File: config.mk
export PLATFORM = sky130hd
export DESIGN_NAME = vector_mem_seq
export DESIGN_NICKNAME = d
export VERILOG_FILES = /design/src/rtl/cvp14_pkg.sv /design/src/rtl/vector_mem_seq.sv
export SDC_FILE = /design/constraint.sdc
export NUM_CORES = 1
export LEC_CHECK = 0
export CORE_AREA = 2 2 229 231
export DETAILED_ROUTE_END_ITERATION = 16
export DIE_AREA = 0 0 231 233
export PLACE_DENSITY = 0.72
export SLEW_MARGIN = 5
export SYNTH_ARGS = -nofsm -noshare
export SYNTH_HDL_FRONTEND = slang
export SYNTH_SLANG_ARGS = --single-unit
File: constraint.sdc
create_clock -name clk -period 3.46 [get_ports clk]
set_input_delay 0.346 -clock clk [delete_from_list [all_inputs] [get_ports clk]]
set_output_delay 0.346 -clock clk [all_outputs]
set_load 0.02 [all_outputs]
File: src/rtl/cvp14_pkg.sv
// cvp14_pkg -- definitions shared by the cvp14 vector core.
//
// Contents:
//   - datapath geometry (elements per vector, element/address widths)
//   - 4-bit instruction opcodes shared by the decoder, the operand picker
//     and the vector memory sequencer
//   - state encoding of the vector memory sequencer (vector_mem_seq)
package cvp14_pkg;

  localparam int VEC_ELEMS = 16;
  localparam int ELEM_W    = 16;
  localparam int ADDR_W    = 16;
  localparam int VEC_W     = VEC_ELEMS * ELEM_W;

  // Instruction opcodes.
  localparam logic [3:0] OP_VADD = 4'h0;
  localparam logic [3:0] OP_VDOT = 4'h1;
  localparam logic [3:0] OP_SMUL = 4'h2;
  localparam logic [3:0] OP_SST  = 4'h3;
  localparam logic [3:0] OP_VLD  = 4'h4;
  localparam logic [3:0] OP_VST  = 4'h5;
  localparam logic [3:0] OP_SLL  = 4'h6;
  localparam logic [3:0] OP_SLH  = 4'h7;
  localparam logic [3:0] OP_J    = 4'h8;
  localparam logic [3:0] OP_NOP  = 4'hF;

  // Vector memory sequencer states.
  typedef enum logic [1:0] {
    VMEM_IDLE = 2'd0,
    VMEM_XFER = 2'd1,
    VMEM_DONE = 2'd2
  } vmem_state_e;

endpackage

File: src/rtl/vector_mem_seq.sv
// vector_mem_seq -- multi-cycle sequencer for VLD / VST.
//
// Moves one vector of ELEMS elements between the vector datapath and the
// single-ported data memory, one element per acknowledged access.
//
// Optional build macro: VMEM_STRIDE_EN
//   defined   : adds a signed 8-bit 'stride' input captured with start;
//               element i lives at base + i*stride (mod 2^AW).
//   undefined : element i lives at base + i (mod 2^AW).
//
// Ports:
//   clk, rst_n   clock, asynchronous active-low reset
//   start        transfer request, honoured only while idle
//   is_store     1 = VST, 0 = VLD (captured with start)
//   base_addr    address of element 0 (captured with start)
//   vec_wdata    store vector, element i at [i*DW +: DW] (captured with start)
//   stride       (VMEM_STRIDE_EN only) signed element stride
//   mem_req/we/addr/wdata  registered memory request
//   mem_ack      access accepted; read data valid in the same cycle
//   mem_rdata    read data
//   busy         pipeline stall, high from the cycle after start until done
//   done         one-cycle completion pulse
//   vec_rdata    assembled load vector, stable from done to the next start
//   vec_we       register-file write strobe (done of a load)
//
// Handshake: a request (mem_req=1 with mem_we/mem_addr/mem_wdata) is held
// unchanged until the cycle in which mem_ack=1; that cycle completes the
// access and the next request (if any) appears in the following cycle.
module vector_mem_seq
  import cvp14_pkg::*;
#(
  parameter int ELEMS = VEC_ELEMS,
  parameter int DW    = ELEM_W,
  parameter int AW    = ADDR_W
) (
  input  logic                clk,
  input  logic                rst_n,
  input  logic                start,
  input  logic                is_store,
  input  logic [AW-1:0]       base_addr,
  input  logic [ELEMS*DW-1:0] vec_wdata,
`ifdef VMEM_STRIDE_EN
  input  logic [7:0]          stride,
`endif
  output logic                mem_req,
  output logic                mem_we,
  output logic [AW-1:0]       mem_addr,
  output logic [DW-1:0]       mem_wdata,
  input  logic                mem_ack,
  input  logic [DW-1:0]       mem_rdata,
  output logic                busy,
  output logic                done,
  output logic [ELEMS*DW-1:0] vec_rdata,
  output logic                vec_we
);

  localparam int            IW   = (ELEMS > 1) ? $clog2(ELEMS) : 1;
  localparam logic [IW-1:0] LAST = IW'(ELEMS - 1);

  vmem_state_e         state;
  logic [IW-1:0]       idx;
  logic                store_q;
  // Store elements not yet presented; element idx+1 sits in the low DW bits.
  logic [ELEMS*DW-1:0] wdata_q;
  logic [AW-1:0]       addr_step;

`ifdef VMEM_STRIDE_EN
  logic [7:0] stride_q;
  assign addr_step = {{(AW-8){stride_q[7]}}, stride_q};
`else
  assign addr_step = AW'(1);
`endif

  // The address of element i is base + i*step; stepping the registered
  // address by one step per ack gives the same result with a single adder.
  always_ff @(posedge clk or negedge rst_n) begin
    if (!rst_n) begin
      state     <= VMEM_IDLE;
      idx       <= '0;
      store_q   <= 1'b0;
      wdata_q   <= '0;
      mem_req   <= 1'b0;
      mem_we    <= 1'b0;
      mem_addr  <= '0;
      mem_wdata <= '0;
      busy      <= 1'b0;
      done      <= 1'b0;
      vec_we    <= 1'b0;
      vec_rdata <= '0;
`ifdef VMEM_STRIDE_EN
      stride_q  <= '0;
`endif
    end else begin
      case (state)
        VMEM_IDLE: begin
          if (start) begin
            state     <= VMEM_XFER;
            idx       <= '0;
            store_q   <= is_store;
            wdata_q   <= vec_wdata >> DW;
            mem_req   <= 1'b1;
            mem_we    <= is_store;
            mem_addr  <= base_addr;
            mem_wdata <= vec_wdata[DW-1:0];
            busy      <= 1'b1;
`ifdef VMEM_STRIDE_EN
            stride_q  <= stride;
`endif
          end
        end

        VMEM_XFER: begin
          if (mem_ack) begin
            if (!store_q) begin
              vec_rdata[int'(idx)*DW +: DW] <= mem_rdata;
            end
            if (idx == LAST) begin
              state   <= VMEM_DONE;
              mem_req <= 1'b0;
              mem_we  <= 1'b0;
              done    <= 1'b1;
              vec_we  <= ~store_q;
            end else begin
              idx       <= idx + 1'b1;
              mem_addr  <= mem_addr + addr_step;
              mem_wdata <= wdata_q[DW-1:0];
              wdata_q   <= wdata_q >> DW;
            end
          end
        end

        VMEM_DONE: begin
          state  <= VMEM_IDLE;
          done   <= 1'b0;
          vec_we <= 1'b0;
          busy   <= 1'b0;
        end

        default: begin
          state <= VMEM_IDLE;
        end
      endcase
    end
  end

endmodule
# ---- Word-level counts from Yosys, hierarchy flattened
# Cells that the tools add are included.
dict set report op_classes {
  n_reduce_logical 11
  n_bitwise 1
  shift 2
  addsub 3
  n_mux 34
  n_eq_ne 7
}
# cell n
set ops {}
lappend ops {{256-bit two-way mux} 3}
lappend ops {{256-bit one-hot mux with 2 select lines} 1}
lappend ops {{256-bit bitwise mux} 1}
lappend ops {{16-bit by 33-bit variable shift with 256-bit output (first input constant)} 1}
lappend ops {{16-bit by 33-bit variable part select with 256-bit output} 1}
lappend ops {{16-bit two-way mux} 6}
lappend ops {{16-bit one-hot mux with 2 select lines} 2}
lappend ops {{8-bit negation with 33-bit output} 1}
lappend ops {{16-bit by 1-bit adder with 16-bit output (second input constant)} 1}
lappend ops {{4-bit two-way mux} 3}
lappend ops {{1-bit one-hot mux with 2 select lines} 5}
lappend ops {{3-bit AND reduction} 3}
lappend ops {{1-bit two-way mux} 8}
lappend ops {{2-bit inequality test (second input constant)} 4}
lappend ops {{4-bit one-hot mux with 2 select lines} 1}
lappend ops {{4-bit AND reduction} 2}
lappend ops {{2-bit two-way mux} 3}
lappend ops {{2-bit nonzero test} 3}
lappend ops {{4-bit by 1-bit adder with 4-bit output (second input constant)} 1}
lappend ops {{4-bit == test (second input constant)} 1}
lappend ops {{2-bit one-hot mux with 2 select lines} 1}
lappend ops {{2-bit AND reduction} 2}
lappend ops {{2-bit by 1-bit == test with 1-bit output (second input constant)} 1}
lappend ops {{2-bit == test (second input constant)} 1}
lappend ops {{other kinds (2)} 2}
dict set report totals {
  ff_bits 556
  inputBits 293
  output_inout_bits 293
  wordCells 70
}

# ---- Depth between registers and ports, before layout
# Gate-level depths: netlist of the first run.
dict set report logic_depth {
  depth_word 4
  depth_mapped 10
  ltp_nobuf 6
}

# ---- Worst setup path before layout of the first run
# OpenSTA, ideal clock, no wires.
dict set report synth_path {
  path_type {register to register}
  from {register idx[0]}
  to {register vec_rdata[231]}
  arrival_ps 2655
  setup_time_ps 125
  synth_period_minus_slack_ps 2780
  path_buffers 4
  path_stages_with_launch 11
  setup_slack_ps 680
  required_ps 3335
  cell_sequence {dfrtp_1 -> clkinv_1 -> clkbuf_1 -> ha_1 -> and3b_1 -> clkbuf_1 -> nor2_1 -> or4b_4 -> buf_6 -> buf_6 -> mux2_4}
}
dict set report synth_via {
  elab_chain_len 3
  elab_cells_between_ends 4
  cone_classes {1 x add/sub; 2 x shift; 1 x mux}
}
# element line
set synth_lines {}
lappend synth_lines {{from (decl)} vector_mem_seq.sv:61} ;# logic [IW-1:0] idx;
lappend synth_lines {{from (signal assigned)} vector_mem_seq.sv:124} ;# idx <= idx + 1'b1;
lappend synth_lines {{8-bit negation with 33-bit output (*)} vector_mem_seq.sv:115} ;# vec_rdata[int'(idx)*DW +: DW] <= mem_rdata;
lappend synth_lines {{16-bit by 33-bit variable part select with 256-bit output or 16-bit by 33-bit variable shift with 256-bit output (tied branches)} vector_mem_seq.sv:115}
lappend synth_lines {{256-bit bitwise mux (*)} vector_mem_seq.sv:115}
lappend synth_lines {{to (signal, indexed assignment)} vector_mem_seq.sv:115}
lappend synth_lines {{to (decl)} vector_mem_seq.sv:53} ;# output logic [ELEMS*DW-1:0] vec_rdata,
# Mark *: on every way between the ends. The rest lies on a longest branch, timed or not.
# A chain may end at the register's enable or synchronous reset.

# ---- Worst setup path after layout of the first run
dict set report layout_path {
  from {register idx[0]}
  to {register vec_rdata[136]}
}
# The elaborated chain is that of the path after synthesis.

==> reports/metrics.csv, run 1 <==
metric,value,unit
syn nets,2544,
max-cap violations,0,
DRC violations left,0,
total power,26.2,mW
setup slack at placement,618,ps
hold path cells,3,
post-synthesis sequential area ratio,61.1,%
Post CTS Setup Buffer Count,0,
vias in the first global route,19093,
min-delay src,base_addr[7],
post-synthesis sequential element count,540,
H-tree depth,2,
Detail Route Antenna Nets,0,
critical path's top delay family,simple AND/OR/NAND/NOR gates,
gr ovfl total,0,
fin. max-slew vios,0,
Routed WL,79700,um
Wirelength per Cell,22.8,um
total negative slack,0,ps
P&R area growth vs syn,39.1,%
crit share post-route,83.0,%
DR vias/cell,5.66,
IO buf count,585,
Iter 0 DRT Violations,1948,
global-route wire length before repair,118000,um
status,"complete, no violations",
Yosys top cell by area,dfrtp_1,
Hold Crit Class,input port to flip-flop,
worst-case clock buffer depth,3,
critical path peak fanout,16,
Final Net Count,3061,
Vias,19811,
# hold bufs at CTS,1,
FF-to-FF End,vec_rdata[136],
Hold Path End,mem_addr[7],
Crit Path Category,flip-flop to flip-flop,
unrepaired setup endpoints after global routing,false,
Buf/Inv on CP,1,
r2r setup slk,590,ps
CTS tree,yes,
Worst EP arrival,3350,ps
Placed Cells incl. Taps,3384,
io pins,586,
CP Cell Sequence,clkinv_1 > ha_1 > and3b_1 > o21ai_0 > or3_1 > mux2_2,
drt first pass iters,6,
PwrDens,853,mW/mm^2
clk_lat worst skew,610,ps
cells after synthesis,2245,
post-route setup slack,588,ps
clock sink count,540,
CP endpoint kind,flip-flop,
worst hold slack,288,ps
number of flops mapped to enable cells by yosys,0,
Util after Layout,60.2,%
CTS root buf,clkbuf_16,
fin cells,3499,
nature of the critical path startpoint,flip-flop,
final setup violation count,0,
fmax,348,MHz
final hold vios,0,
DP Wirelength,57400,um
Synth top area share,61.1,%
Synth Area per Inst,9.85,um^2
global-route usage over all layers,28.9,%
initial antenna violation count,26,
Critical R2R Launch,idx[0],
"slowest stage cell, crit path",or3_1,
yosys warns,0,
CP peak stage delay,770,ps
die area,0.0538,mm^2
core area,0.0511,mm^2
Initial Util,43.3,%
Synth async-reset ratio,100,%
cts bufs inserted,55,
row count,83,
fin crit period,2870,ps
Worst-path clk slew,60,ps
Synth cell types,57,
instance area after placement,0.0287,mm^2
layout cells sized above 1,6.52,%
GPL Wtd Cong,0.895,
Pleak,13.0,nW
Post-synth top flop,dfrtp_1,
Area contributors post-synth,"dfrtp_1 61%, nor2_1 8.6%, o22ai_1 6.9%",
largest net degree at the start of global routing,116,
Worst Tran Pin Value,996,ps
Worst slew margin,33.6,%
Worst EP required,3940,ps
Peak VDD IR,0.000421,V
synthesized area,0.0221,mm^2
chip width,231,um
Reg2Reg Depth,6,
fin area,0.0308,mm^2
skew final,22.1,ps
Die H,233,um
Post-CTS Resized,0,
-- report_power, final --
part / switching (mW) / internal, mW
Clock: 2.56 / 3.93
Combinational: 6.19 / 3.76
Sequential: 1.43 / 8.39
Total: 10.2 / 16.1
-- Yosys cell counts, types with 3 or more instances --
cell / number
a211oi_1: 4
a21o_1: 34
a21oi_1: 9
and3_1: 11
buf_1: 10
buf_2: 5
buf_6: 3
clkbuf_1: 155
dfrtp_1: 540
ha_1: 6
inv_1: 22
mux2_1: 6
mux2_2: 16
mux2_4: 8
mux2i_1: 14
nand2_1: 248
nand2b_1: 4
nand3_1: 34
nand4_1: 11
nor2_1: 509
nor3_1: 23
nor4_1: 20
o2111ai_1: 4
o211ai_1: 4
o21ai_0: 154
o21ai_1: 3
o22ai_1: 245
o311ai_0: 4
o31ai_1: 98
or3_1: 4
or4_1: 3
-- worst reg2reg max path, delay by kind of cell, from the launching register on --
family,cells,cell delay [ps]
and+or+nand+nor,2,1070
DFF,1,490
buffers and inverters,1,150
muxes,1,430
AOI/OAI and AO/OA,1,300
adders and majority gates,1,320
-- layout make-up --
cell class | instances | area [um^2]
fillers | 4324 | 20300
inverters | 24 | 90.1
repair buffers | 634 | 6390
clock buffers | 80 | 1660
multi-input cells | 1507 | 7880
well taps | 680 | 851
flip-flops and latches | 540 | 13500
clock inverters | 23 | 342
diodes | 11 | 27.5
-- logic make-up after synthesis --
family | Yosys count | synth area share (%)
multiplexers | 44 | 2.30
buffers and inverters | 198 | 3.51
adder cells (fa/ha/maj) | 6 | 0.339
XOR/XNOR | 3 | 0.153
flip-flops | 540 | 61.1
AO/OA/AOI/OAI | 570 | 16.3
AND/OR/NAND/NOR | 884 | 16.3
-- state kept, by name (all words and copies together), names as in the netlist --
register   count
busy           1
mem_req        1
store_q        1
idx            4
done           1
wdata_q      240
mem_we         1
vec_we         1
mem_wdata     16
state          2
vec_rdata    256
mem_addr      16
-- layer usage --
metal	track usage, %	wire length, um
met2	47.3	38800
met4	14.3	3830
met5	0	186
met1	35.0	29900
met3	8.26	7050
-- worst max-delay path by stage --
stage	startpoint	to	depth (start not counted)	slack [ps]
floorplan	idx[0]	vec_rdata[231]	10	680
global placement	idx[0]	vec_rdata[91]	5	650
detailed placement	idx[3]	vec_rdata[67]	6	620
CTS	idx[0]	vec_rdata[136]	6	580
global route	idx[3]	vec_rdata[70]	6	420
finish	idx[0]	vec_rdata[136]	6	590
-- layout by cell type, fill, tap and decap left out, types with 6 or more instances in the layout --
master,instances
dfrtp_1,540
nor2_1,508
nand3_1,34
buf_4,35
buf_12,13
nor4_1,20
clkinv_2,10
and3_1,11
mux2_2,16
o22ai_1,245
inv_1,22
bufinv_16,8
ha_1,6
o21ai_0,154
mux2_1,6
clkdlybuf4s50_1,584
o31ai_1,98
clkbuf_8,17
mux2_4,8
nor3_1,23
nand4_1,11
clkbuf_1,7
diode_2,11
mux2i_1,14
a21oi_1,9
a21o_1,34
clkbuf_16,56
nand2_1,247
Note: power is estimated with default switching activity, not from simulation.
==> run 2, diff against run 1 <==
--- a/config.mk
+++ b/config.mk
@@ -5,10 +5,10 @@
 export SDC_FILE = /design/constraint.sdc
 export NUM_CORES = 1
 export LEC_CHECK = 0
-export CORE_AREA = 2 2 229 231
+export CORE_MARGIN = 2
+export CORE_UTILIZATION = 44
 export DETAILED_ROUTE_END_ITERATION = 16
-export DIE_AREA = 0 0 231 233
-export PLACE_DENSITY = 0.72
+export PLACE_DENSITY = 0.76
 export SLEW_MARGIN = 5
 export SYNTH_ARGS = -nofsm -noshare
 export SYNTH_HDL_FRONTEND = slang
==> constraint.sdc (replaced) <==
create_clock -name clk -period 2.6 [get_ports clk]
set_input_delay 0.26 -clock clk [delete_from_list [all_inputs] [get_ports clk]]
set_output_delay 0.26 -clock clk [all_outputs]
set_load 0.02 [all_outputs]
==> reports/metrics.csv, run 2 (synthesized netlist as in run 1, its figures left out) <==
metric,value,unit,change
status,"complete, no violations",,
final setup violation count,0,,unchanged
nature of the critical path startpoint,flip-flop,,
gr ovfl total,0,,unchanged
Vias,20116,,+1.5%
critical path peak fanout,35,,+19
CTS tree,yes,,
Worst slew margin,36.1,%,+2.6 points
row count,82,,-1.2%
initial antenna violation count,19,,-27%
Post CTS Setup Buffer Count,0,,unchanged
worst-case clock buffer depth,3,,unchanged
CP peak stage delay,610,ps,-160 ps
Buf/Inv on CP,2,,+1
global-route wire length before repair,121000,um,+2.8%
final hold vios,0,,unchanged
Initial Util,44.3,%,+1.1 points
fmax,409,MHz,+18%
Worst EP required,3110,ps,-830 ps
Final Net Count,3105,,+1.4%
Biggest register,vec_rdata,,
clk_lat worst skew,620,ps,about the same
max-cap violations,0,,unchanged
CTS root buf,clkbuf_16,,
largest net degree at the start of global routing,195,,+68%
footprint of the multi-input gates,0.00788,mm^2,about the same
"commonest non-fill, non-tap cells in the layout","584 x clkdlybuf4s50_1, 540 x dfrtp_1, 508 x nor2_1, 247 x nand2_1, 245 x o22ai_1",,
cts bufs inserted,56,,+1.8%
fin. max-slew vios,0,,unchanged
unrepaired setup endpoints after global routing,false,,
Top Registers,"vec_rdata: 256 flops, wdata_q: 240 flops",,
"commonest non-fill, non-tap cell in the layout",clkdlybuf4s50_1,,
Worst Tran Pin Value,958,ps,-38.3 ps
Wirelength per Cell,22.8,um,+0.13%
global-route usage over all layers,30.2,%,+1.3 points
DP Wirelength,58200,um,+1.3%
Hold Crit Class,input port to flip-flop,,
skew final,31.9,ps,+9.77 ps
drt first pass iters,5,,-1
DRC violations left,0,,unchanged
Worst EP arrival,2960,ps,-390 ps
fin crit period,2440,ps,-429 ps
Pleak,13.1,nW,+1.1%
clock sink count,540,,unchanged
IO buf count,585,,unchanged
"slowest stage cell, crit path",or3_1,,
die area,0.0521,mm^2,-3.3%
fin cells,3534,,+1.0%
Register Area,0.0135,mm^2,unchanged
Placed Cells incl. Taps,3419,,+1.0%
max reg flops,256,,unchanged
Iter 0 DRT Violations,1950,,+0.10%
core area,0.0499,mm^2,-2.4%
Die H,228,um,-2.1%
P&R area growth vs syn,40.0,%,
H-tree depth,2,,unchanged
GPL Wtd Cong,0.904,,+0.96%
Routed WL,80600,um,+1.1%
Peak VDD IR,0.000649,V,+54%
DR vias/cell,5.69,,+0.53%
CP endpoint kind,flip-flop,,
vias in the first global route,19877,,+4.1%
CP Cell Sequence,inv_1 > ha_2 > nor2b_1 > o311ai_4 > buf_4 > or3_1 > a21o_1,,
Detail Route Antenna Nets,0,,unchanged
chip width,228,um,-1.2%
Crit Path Category,flip-flop to flip-flop,,
crit share post-route,93.9,%,+11 points
io pins,586,,unchanged
total negative slack,0,ps,unchanged
Worst-path clk slew,60,ps,about the same
critical path's top delay family,simple AND/OR/NAND/NOR gates,,
PwrDens,1120,mW/mm^2,+32%
layout cells sized above 1,7.80,%,+1.3 points
Fillers,4032,,-6.8%
## run 2: changes by cell type in the layout (fill, tap and decap cells not counted), moves of 2 or more
| cell | delta |
|---|---|
| buf_4 | +38 |
| clkbuf_1 | +4 |
| clkbuf_8 | -3 |
| or2_1 | -2 |
| buf_12 | +4 |
| bufinv_16 | -5 |
| or2_2 | +2 |
| diode_2 | +4 |
| clkinv_2 | +2 |
## run 2: path summary, 6_finish.rpt
| check | from | end | slack [ps] | cells after the start |
|---|---|---|---|---|
| worst max register to register | idx[1] | vec_rdata[198] | 160 | 7 |
| worst min-delay path | vec_wdata[241] | wdata_q[225] | 220 | 3 |
| worst max-delay path | idx[1] | vec_rdata[198] | 160 | 7 |
| worst min register to register | vec_rdata[152] | vec_rdata[152] | 480 | 2 |
| min in group asynchronous | rst_n | vec_rdata[144] | 280 | 2 |
| max in group asynchronous | rst_n | vec_rdata[123] | 1420 | 3 |
## run 2: tightest hold or removal path, stage by stage
cell,delay (ps)
clkdlybuf4s50_1,400
nand2_1,50
o21ai_0,60
## run 2: area by class of cell
| cell class | instances | area share [%] |
|---|---|---|
| well taps | 672 | 2.72 |
| multi-input cells | 1507 | 25.5 |
| diodes | 15 | 0.121 |
| repair buffers | 677 | 21.9 |
| flip-flops and latches | 540 | 43.6 |
| inverters | 24 | 0.295 |
| clock inverters | 18 | 0.638 |
| clock buffers | 81 | 5.28 |
## run 2: layer usage
| layer | GRT usage [%] | vias up | part of all wire (%) |
|---|---|---|---|
| met2 | 49.7 | 1004 | 48 |
| met4 | 16.8 | 10 | 5.9 |
| li1 | - | 9016 | - |
| met1 | 36.3 | 9859 | 37 |
| met3 | 7.81 | 227 | 8.8 |
| met5 | 0 | - | 0.081 |
## run 2: power by group
group / switching [mW] / internal, mW
Sequential: 1.91 / 11.2
Combinational: 8.42 / 5.26
Clock: 3.39 / 4.65
Total: 13.7 / 21.1
## run 2: through the flow
stage	utilization, %	cell area, um^2	worst slack [ps]	power (mW)	hold slack, ps
global placement	58.3	29100	260	26.1	349
detailed placement	58.3	29100	157	26.7	356
floorplan	-	22100	53.1	20.3	-35.6
finish	62.1	31000	158	34.8	224
global route	62.1	31000	48.8	36.6	233
CTS	62.0	30900	139	34.8	184
## run 2: timing repair
item | 4_1_cts | 5_1_grt
setup endpoints to repair | 0 | 14
hold endpoints to repair | 61 | 0
gates resized for setup | 0 | 3
hold buffers | 1 | 0
